`config.mk`:
```
export PLATFORM = sky130hd
export DESIGN_NAME = osc_stimulus_gen
export DESIGN_NICKNAME = d
export VERILOG_FILES = /design/src/rtl/osc_tester_pkg.sv /design/src/rtl/osc_half_period_timer.sv /design/src/rtl/osc_stimulus_gen.sv
export SDC_FILE = /design/constraint.sdc
export NUM_CORES = 1
export LEC_CHECK = 0
export BUFFER_PORTS_ARGS = -buffer_cell sky130_fd_sc_hd__buf_4
export CORE_MARGIN = 1
export CORE_UTILIZATION = 45
export CTS_BUF_LIST = sky130_fd_sc_hd__clkbuf_16
export DETAILED_ROUTE_END_ITERATION = 16
export PLACE_DENSITY = 0.7
export SLEW_MARGIN = 0
export SYNTH_ARGS = -nofsm -noshare
export SYNTH_HDL_FRONTEND = slang
export SYNTH_SLANG_ARGS = --single-unit
```
`constraint.sdc`:
```
create_clock -name clk -period 7 [get_ports clk]
set_input_delay 1.4 -clock clk [delete_from_list [all_inputs] [get_ports clk]]
set_output_delay 1.4 -clock clk [all_outputs]
set_load 0.03 [all_outputs]
```
`src/rtl/osc_tester_pkg.sv`:
```
// Shared types and defaults for the oscillator tester stimulus path.
// Holds the run-state encoding and the default field widths.
package osc_tester_pkg;

    localparam int HP_W_DEF  = 8;
    localparam int CNT_W_DEF = 8;
    localparam int HP_MIN    = 1;

    typedef enum logic [1:0] {
        ST_IDLE = 2'd0,
        ST_RUN  = 2'd1,
        ST_DONE = 2'd2
    } state_e;

endpackage

```
`src/rtl/osc_half_period_timer.sv`:
```
// Loadable half-period down-counter; tick_zero flags the last cycle of a phase.
// A load has priority over counting; the counter parks at zero otherwise.
module osc_half_period_timer
#(
    parameter int HP_W = 8
) (
    input  logic            clk,
    input  logic            rst,
    input  logic            load,
    input  logic [HP_W-1:0] load_val,
    output logic            tick_zero
);

    logic [HP_W-1:0] cnt_q;
    logic [HP_W-1:0] cnt_d;

    // Next count: reload, decrement, or hold at zero.
    always_comb begin
        cnt_d = cnt_q;
        if (load) begin
            cnt_d = load_val;
        end else if (cnt_q != {HP_W{1'b0}}) begin
            cnt_d = cnt_q - HP_W'(1);
        end else begin
            cnt_d = cnt_q;
        end
    end

    // Counter register.
    always_ff @(posedge clk or posedge rst) begin
        if (rst) begin
            cnt_q <= {HP_W{1'b0}};
        end else begin
            cnt_q <= cnt_d;
        end
    end

    assign tick_zero = (cnt_q == {HP_W{1'b0}});

endmodule

```
`src/rtl/osc_stimulus_gen.sv`:
```
// Programmable square-wave stimulus for the oscillator tester loopback path.
// Emits whole periods of 2*hp cycles, counted or continuous, then pulses done.
module osc_stimulus_gen
    import osc_tester_pkg::*;
#(
    parameter int HP_W  = HP_W_DEF,
    parameter int CNT_W = CNT_W_DEF
) (
    input  logic             clk,
    input  logic             rst,
    input  logic             cfg_valid,
    output logic             cfg_ready,
    input  logic [HP_W-1:0]  cfg_half_period,
    input  logic [CNT_W-1:0] cfg_periods,
    input  logic             stop,
    output logic             osc_out,
    output logic             busy,
    output logic             done,
    output logic [CNT_W-1:0] period_count
);

    state_e           state_q;
    state_e           state_d;
    logic [HP_W-1:0]  hp_q;
    logic [HP_W-1:0]  hp_d;
    logic [CNT_W-1:0] n_q;
    logic [CNT_W-1:0] n_d;
    logic [CNT_W-1:0] cnt_q;
    logic [CNT_W-1:0] cnt_d;
    logic             osc_q;
    logic             osc_d;
    logic             done_q;
    logic             done_d;
    logic             busy_q;
    logic             busy_d;
    logic             stop_pend_q;
    logic             stop_pend_d;
    logic             start_q;
    logic             start_d;

    logic             accept_s;
    logic             boundary_s;
    logic             term_s;
    logic             tmr_load_s;
    logic             tmr_zero_s;
    logic [HP_W-1:0]  tmr_val_s;
    logic [HP_W-1:0]  hp_clamp_s;
    logic [CNT_W-1:0] cnt_inc_s;

    assign cfg_ready  = (state_q == ST_IDLE);
    assign accept_s   = cfg_valid && cfg_ready;
    assign hp_clamp_s = (cfg_half_period == {HP_W{1'b0}}) ? HP_W'(HP_MIN) : cfg_half_period;
    assign cnt_inc_s  = cnt_q + CNT_W'(1);
    // A boundary is the end of a low phase; the first RUN cycle only arms the timer.
    assign boundary_s = (state_q == ST_RUN) && !start_q && tmr_zero_s && !osc_q;
    assign term_s     = ((n_q != {CNT_W{1'b0}}) && (cnt_inc_s == n_q)) || stop_pend_q || stop;
    assign tmr_load_s = (state_q == ST_RUN) && (start_q || tmr_zero_s);
    assign tmr_val_s  = hp_q - HP_W'(1);

    osc_half_period_timer #(
        .HP_W (HP_W)
    ) u_timer (
        .clk       (clk),
        .rst       (rst),
        .load      (tmr_load_s),
        .load_val  (tmr_val_s),
        .tick_zero (tmr_zero_s)
    );

    // State register.
    always_ff @(posedge clk or posedge rst) begin
        if (rst) begin
            state_q <= ST_IDLE;
        end else begin
            state_q <= state_d;
        end
    end

    // Next-state decode.
    always_comb begin
        state_d = state_q;
        case (state_q)
            ST_IDLE: begin
                if (accept_s) begin
                    state_d = ST_RUN;
                end else begin
                    state_d = ST_IDLE;
                end
            end
            ST_RUN: begin
                if (boundary_s && term_s) begin
                    state_d = ST_DONE;
                end else begin
                    state_d = ST_RUN;
                end
            end
            ST_DONE: state_d = ST_IDLE;
            default: state_d = ST_IDLE;
        endcase
    end

    // Output and datapath next values; all outputs leave through registers.
    always_comb begin
        hp_d        = hp_q;
        n_d         = n_q;
        cnt_d       = cnt_q;
        osc_d       = osc_q;
        done_d      = 1'b0;
        busy_d      = busy_q;
        stop_pend_d = stop_pend_q;
        start_d     = start_q;
        case (state_q)
            ST_IDLE: begin
                osc_d = 1'b0;
                if (accept_s) begin
                    hp_d        = hp_clamp_s;
                    n_d         = cfg_periods;
                    cnt_d       = {CNT_W{1'b0}};
                    busy_d      = 1'b1;
                    stop_pend_d = 1'b0;
                    start_d     = 1'b1;
                end else begin
                    busy_d = 1'b0;
                end
            end
            ST_RUN: begin
                if (stop) begin
                    stop_pend_d = 1'b1;
                end else begin
                    stop_pend_d = stop_pend_q;
                end
                if (start_q) begin
                    osc_d   = 1'b1;
                    start_d = 1'b0;
                end else if (tmr_zero_s && osc_q) begin
                    osc_d = 1'b0;
                end else if (boundary_s) begin
                    cnt_d = cnt_inc_s;
                    if (term_s) begin
                        osc_d  = 1'b0;
                        done_d = 1'b1;
                    end else begin
                        osc_d = 1'b1;
                    end
                end else begin
                    osc_d = osc_q;
                end
            end
            ST_DONE: begin
                osc_d       = 1'b0;
                busy_d      = 1'b0;
                stop_pend_d = 1'b0;
                start_d     = 1'b0;
            end
            default: begin
                osc_d       = 1'b0;
                busy_d      = 1'b0;
                stop_pend_d = 1'b0;
                start_d     = 1'b0;
            end
        endcase
    end

    // Datapath and output registers.
    always_ff @(posedge clk or posedge rst) begin
        if (rst) begin
            hp_q        <= {HP_W{1'b0}};
            n_q         <= {CNT_W{1'b0}};
            cnt_q       <= {CNT_W{1'b0}};
            osc_q       <= 1'b0;
            done_q      <= 1'b0;
            busy_q      <= 1'b0;
            stop_pend_q <= 1'b0;
            start_q     <= 1'b0;
        end else begin
            hp_q        <= hp_d;
            n_q         <= n_d;
            cnt_q       <= cnt_d;
            osc_q       <= osc_d;
            done_q      <= done_d;
            busy_q      <= busy_d;
            stop_pend_q <= stop_pend_d;
            start_q     <= start_d;
        end
    end

    assign osc_out      = osc_q;
    assign busy         = busy_q;
    assign done         = done_q;
    assign period_count = cnt_q;

endmodule
```
==> results <==
- The number of slew-limit violations in the final report was 0.
- The most common cell in the synthesized netlist is nand2_1.
- The number of antenna violations at the first check in global routing was 0.
- After synthesis, the mean cell area works out to 9.14 um^2.
- The filler cells instantiated in the layout total 434.
- The relative slew slack is 30.8%.
- The top-area cell type share of the netlist area is 44.5%.
- VDD sags by at most 229 uV.
- The path class of the tightest hold or removal check is flop to flop.
- In this run the static leakage power is 1.17 nW.
- Gates resized during post-CTS repair numbered 0.
- Registers take 976 um^2.
- The H-tree generated during clock tree synthesis spans 2 levels.
- The sequential-to-total area share from yosys stat is 44.5%.
- Counting instances in the post-synthesis netlist gives the leading cell types as 53 x nand2_1, 39 x dfrtp_1, 18 x nor2_1, 11 x o21ai_0.
- After synthesis, the share of flip-flops with an asynchronous set or reset is 100%.
- In this run, distinct cell masters in the synthesized netlist total 53.
- For the final database, setup skew stands at 0.00350 ns.
- In this run the core area contains 25 standard-cell rows.
- The biggest area contributor in the post-synthesis netlist is dfrtp_1.
- In the synthesized netlist, the number of instances is 240.
- The largest net degree at the start of global routing is 40.
- The synthesized design contains 0 enable-type register cells.
- The clock latency reported for the late side of the worst-skew pair is 0.28 ns.
- The count of maximum capacitance violations is 0.
- The data required time of the worst path is 7.14 ns.
- The number of DRC violations after detailed-routing iteration 0 is 191.
- The first-pass GRT wire length is 8200 um.
- The kind of critical path is input pin to flop.
- The total clock sinks is 39.
- The number of placed I/O pins is 32.
- The count of yosys warnings during synthesis is 0.
- The final antenna-violating net count is 0.
- The maximum clock path buffer count is 2.
- For this run, design rule violations remaining after detail routing come to 0.
- Along the worst path, the maximum fanout reaches 17.
- Buffers inserted during clock tree synthesis total 5.
- Of the available clock period, the critical path in the final layout requires 41.6%.
- The placement-stage worst setup slack is 3.80 ns.
- The highest-delay cell along the critical path is nor3_2.
- Once the floorplan was initialized, standard cells occupied 46.7% of the core.
- Subtracting the final worst setup slack from the clock period gives 2.92 ns.
- The smallest setup slack after layout is 4.08 ns.
- The net count of the finished layout is 293.
- Using the TritonRoute via totals, the vias-per-cell ratio works out to 5.65.
- After clock tree synthesis, the flow added hold-fix buffers numbering 0.
- In the final timing run, aggregate negative setup slack is 0 ns.
- The die covers 0.00516 mm^2.
- The net count after synthesis is 262.
- The run finished with clean final reports.
- The total via count in the routed design is 1841.
- Buffers added to address setup during post-CTS repair amount to 0.
- The critical path data arrival time is 3.06 ns.
- By area the synthesized netlist is led by dfrtp_1 44%, nand2_1 9.1%, nor2_1 3.1%, xnor2_1 2.8%, o21ai_0 2.5%.
- The cell chosen for the clock root is clkbuf_16.
- The kind of end point of the critical path is a flop.
- For this run, the total global-route usage over all layers was measured as 20.7%.
- The transition at the pin with the smallest max-transition slack is 1.03 ns.
- STA classifies the critical path startpoint as an input pin.
- The final setup violation count is 0.
- The first TritonRoute pass finished after 4 iterations.
- The multi-input combinational cells in the finished layout cover a total of 0.00114 mm^2.
- The sum of routed wire length over all layers is 4600 um.
- The final hold violation count is 0.
- The cell type group with the largest total delay on the critical path is simple AND/OR/NAND/NOR gates.
- Setup repair after global routing left no endpoint under its margin.
- From left edge to right edge, the die measures 71.8 um.
- The number of global-route vias before repair came to 1773.
- After clock tree synthesis, the clock-pin slew on the worst setup and hold paths is 0.06 ns.
- The number of buffers and inverters on the critical path is 2.
- Walking the worst path, the cells encountered are buf_4, inv_1, nor3_2, a21oi_1, o21ai_0, o41ai_2.
- For this run, the top clock speed supported by timing is 0.343 GHz.
- The number of I/O port buffers is 31.
- The maximum single-stage delay on the critical path is 0.77 ns.
- The placed wire-length estimate is 3260 um.
- Cells with a size suffix above 1 make up 20.6% of the layout.
- The area of the mapped netlist is 0.00219 mm^2.
- The total power divided by cell area is 448 mW/mm^2.
- Global routing finished with a remaining overflow of 0.
- Routability-driven placement finished with a final weighted congestion of 0.808.
- The region available for standard cell placement spans 0.00469 mm^2.
- TritonCTS built the clock tree.
- The floorplan die height is 71.8 um.
- The wire length per cell is 14.1 um.
- Hold is met by 0.482 ns.
- The diode insertion count for antenna repair is 0.
- The dominant register cell in the synthesized netlist is dfrtp_1.
- The area growth from synthesis to layout is 18.3%.
- The flop and latch count out of synthesis is 39.
cells in the final DEF (no fill, tap or decap), drive strengths merged, types with 4 or more instances in the layout:
cell type / count
nand2: 53
dfrtp: 39
buf: 32
nor2: 19
o21ai: 18
inv: 10
a21oi: 10
nand3: 9
nor3: 9
xnor2: 7
xor2: 6
nor4: 6
mux2i: 5
clkbuf: 5
nor2b: 4
o31ai: 4
metal layers:
layer,global-route usage [%],share of wire [%],vias to the layer above
li1,-,-,907
met1,29.4,48,872
met2,31.0,46,53
met3,4.64,4.2,9
met4,7.84,2.1,0
met5,0,0,-
path summary, 6_finish.rpt:
check | to | slack (ns) | start | cells after the start
worst max register to register | u_timer.cnt_q[4] | 4.21 | u_timer.cnt_q[5] | 10
worst max-delay path | period_count[6] | 4.08 | cfg_valid | 6
worst min-delay path | busy | 0.48 | busy | 2
max in group asynchronous | hp_q[7] | 5.42 | rst | 3
worst min register to register | busy | 0.48 | busy | 2
min in group asynchronous | hp_q[6] | 1.24 | rst | 3
where the power goes:
| part | internal (W) | leakage (nW) | switching (W) | total (W) |
|---|---|---|---|---|
| Combinational | 0.000218 | 0.602 | 0.000284 | 0.000502 |
| Clock | 0.000129 | 0.0762 | 0.0000838 | 0.000212 |
| Sequential | 0.000324 | 0.490 | 0.000125 | 0.000449 |
| Total | 0.000670 | 1.17 | 0.000493 | 0.00116 |
cell families (layout without fill, tap and decap cells):
logic type	after synthesis	count (layout)	synth area share (%)
xor gates and xnor gates	13	13	5.19
adders and majority gates	2	2	1.14
AOI/OAI and AO/OA	49	49	16.0
and+or+nand+nor	115	115	26.8
DFF	39	39	44.5
buffers and inverters	16	48	3.59
muxes	6	6	2.80
through the flow:
stage / total power [W] / utilization [%] / cell area [um^2] / cells
detailed placement: 0.000951 / 52.4 / 2460 / 318
global placement: 0.000936 / 52.4 / 2460 / 318
CTS: 0.00117 / 55.3 / 2590 / 326
floorplan: 0.000824 / - / 2190 / 240
global route: 0.00126 / 55.3 / 2590 / 326
finish: 0.00116 / 55.3 / 2590 / 326
worst register-to-register path: stages (launching register included):
cell and delay (ns):
dfrtp_1 0.43, nor4_4 0.39, a31oi_1 0.25, nor2_4 0.30, mux2i_1 0.28, ha_1 0.27, o21ai_0 0.20, nor2_1 0.16
xor2_1 0.16, nor2_1 0.05, a211oi_1 0.21
state kept, by name (all words and copies together) (netlist names):
signal and flops:
period_count 8, stop_pend_q 1, u_timer.cnt_q 8, busy 1, done 1, state_q 2
hp_q 8, osc_out 1, n_q 8, start_q 1
cell type report:
type / count / share of cell area [%]
Timing Repair Buffer: 32 / 9.26
Multi-Input combinational cell: 185 / 44.1
Sequential cell: 39 / 37.6
Inverter: 8 / 1.16
Clock buffer: 5 / 4.82
Clock inverter: 3 / 0.482
Tap cell: 54 / 2.60
Power figures use the tool's default switching activity.
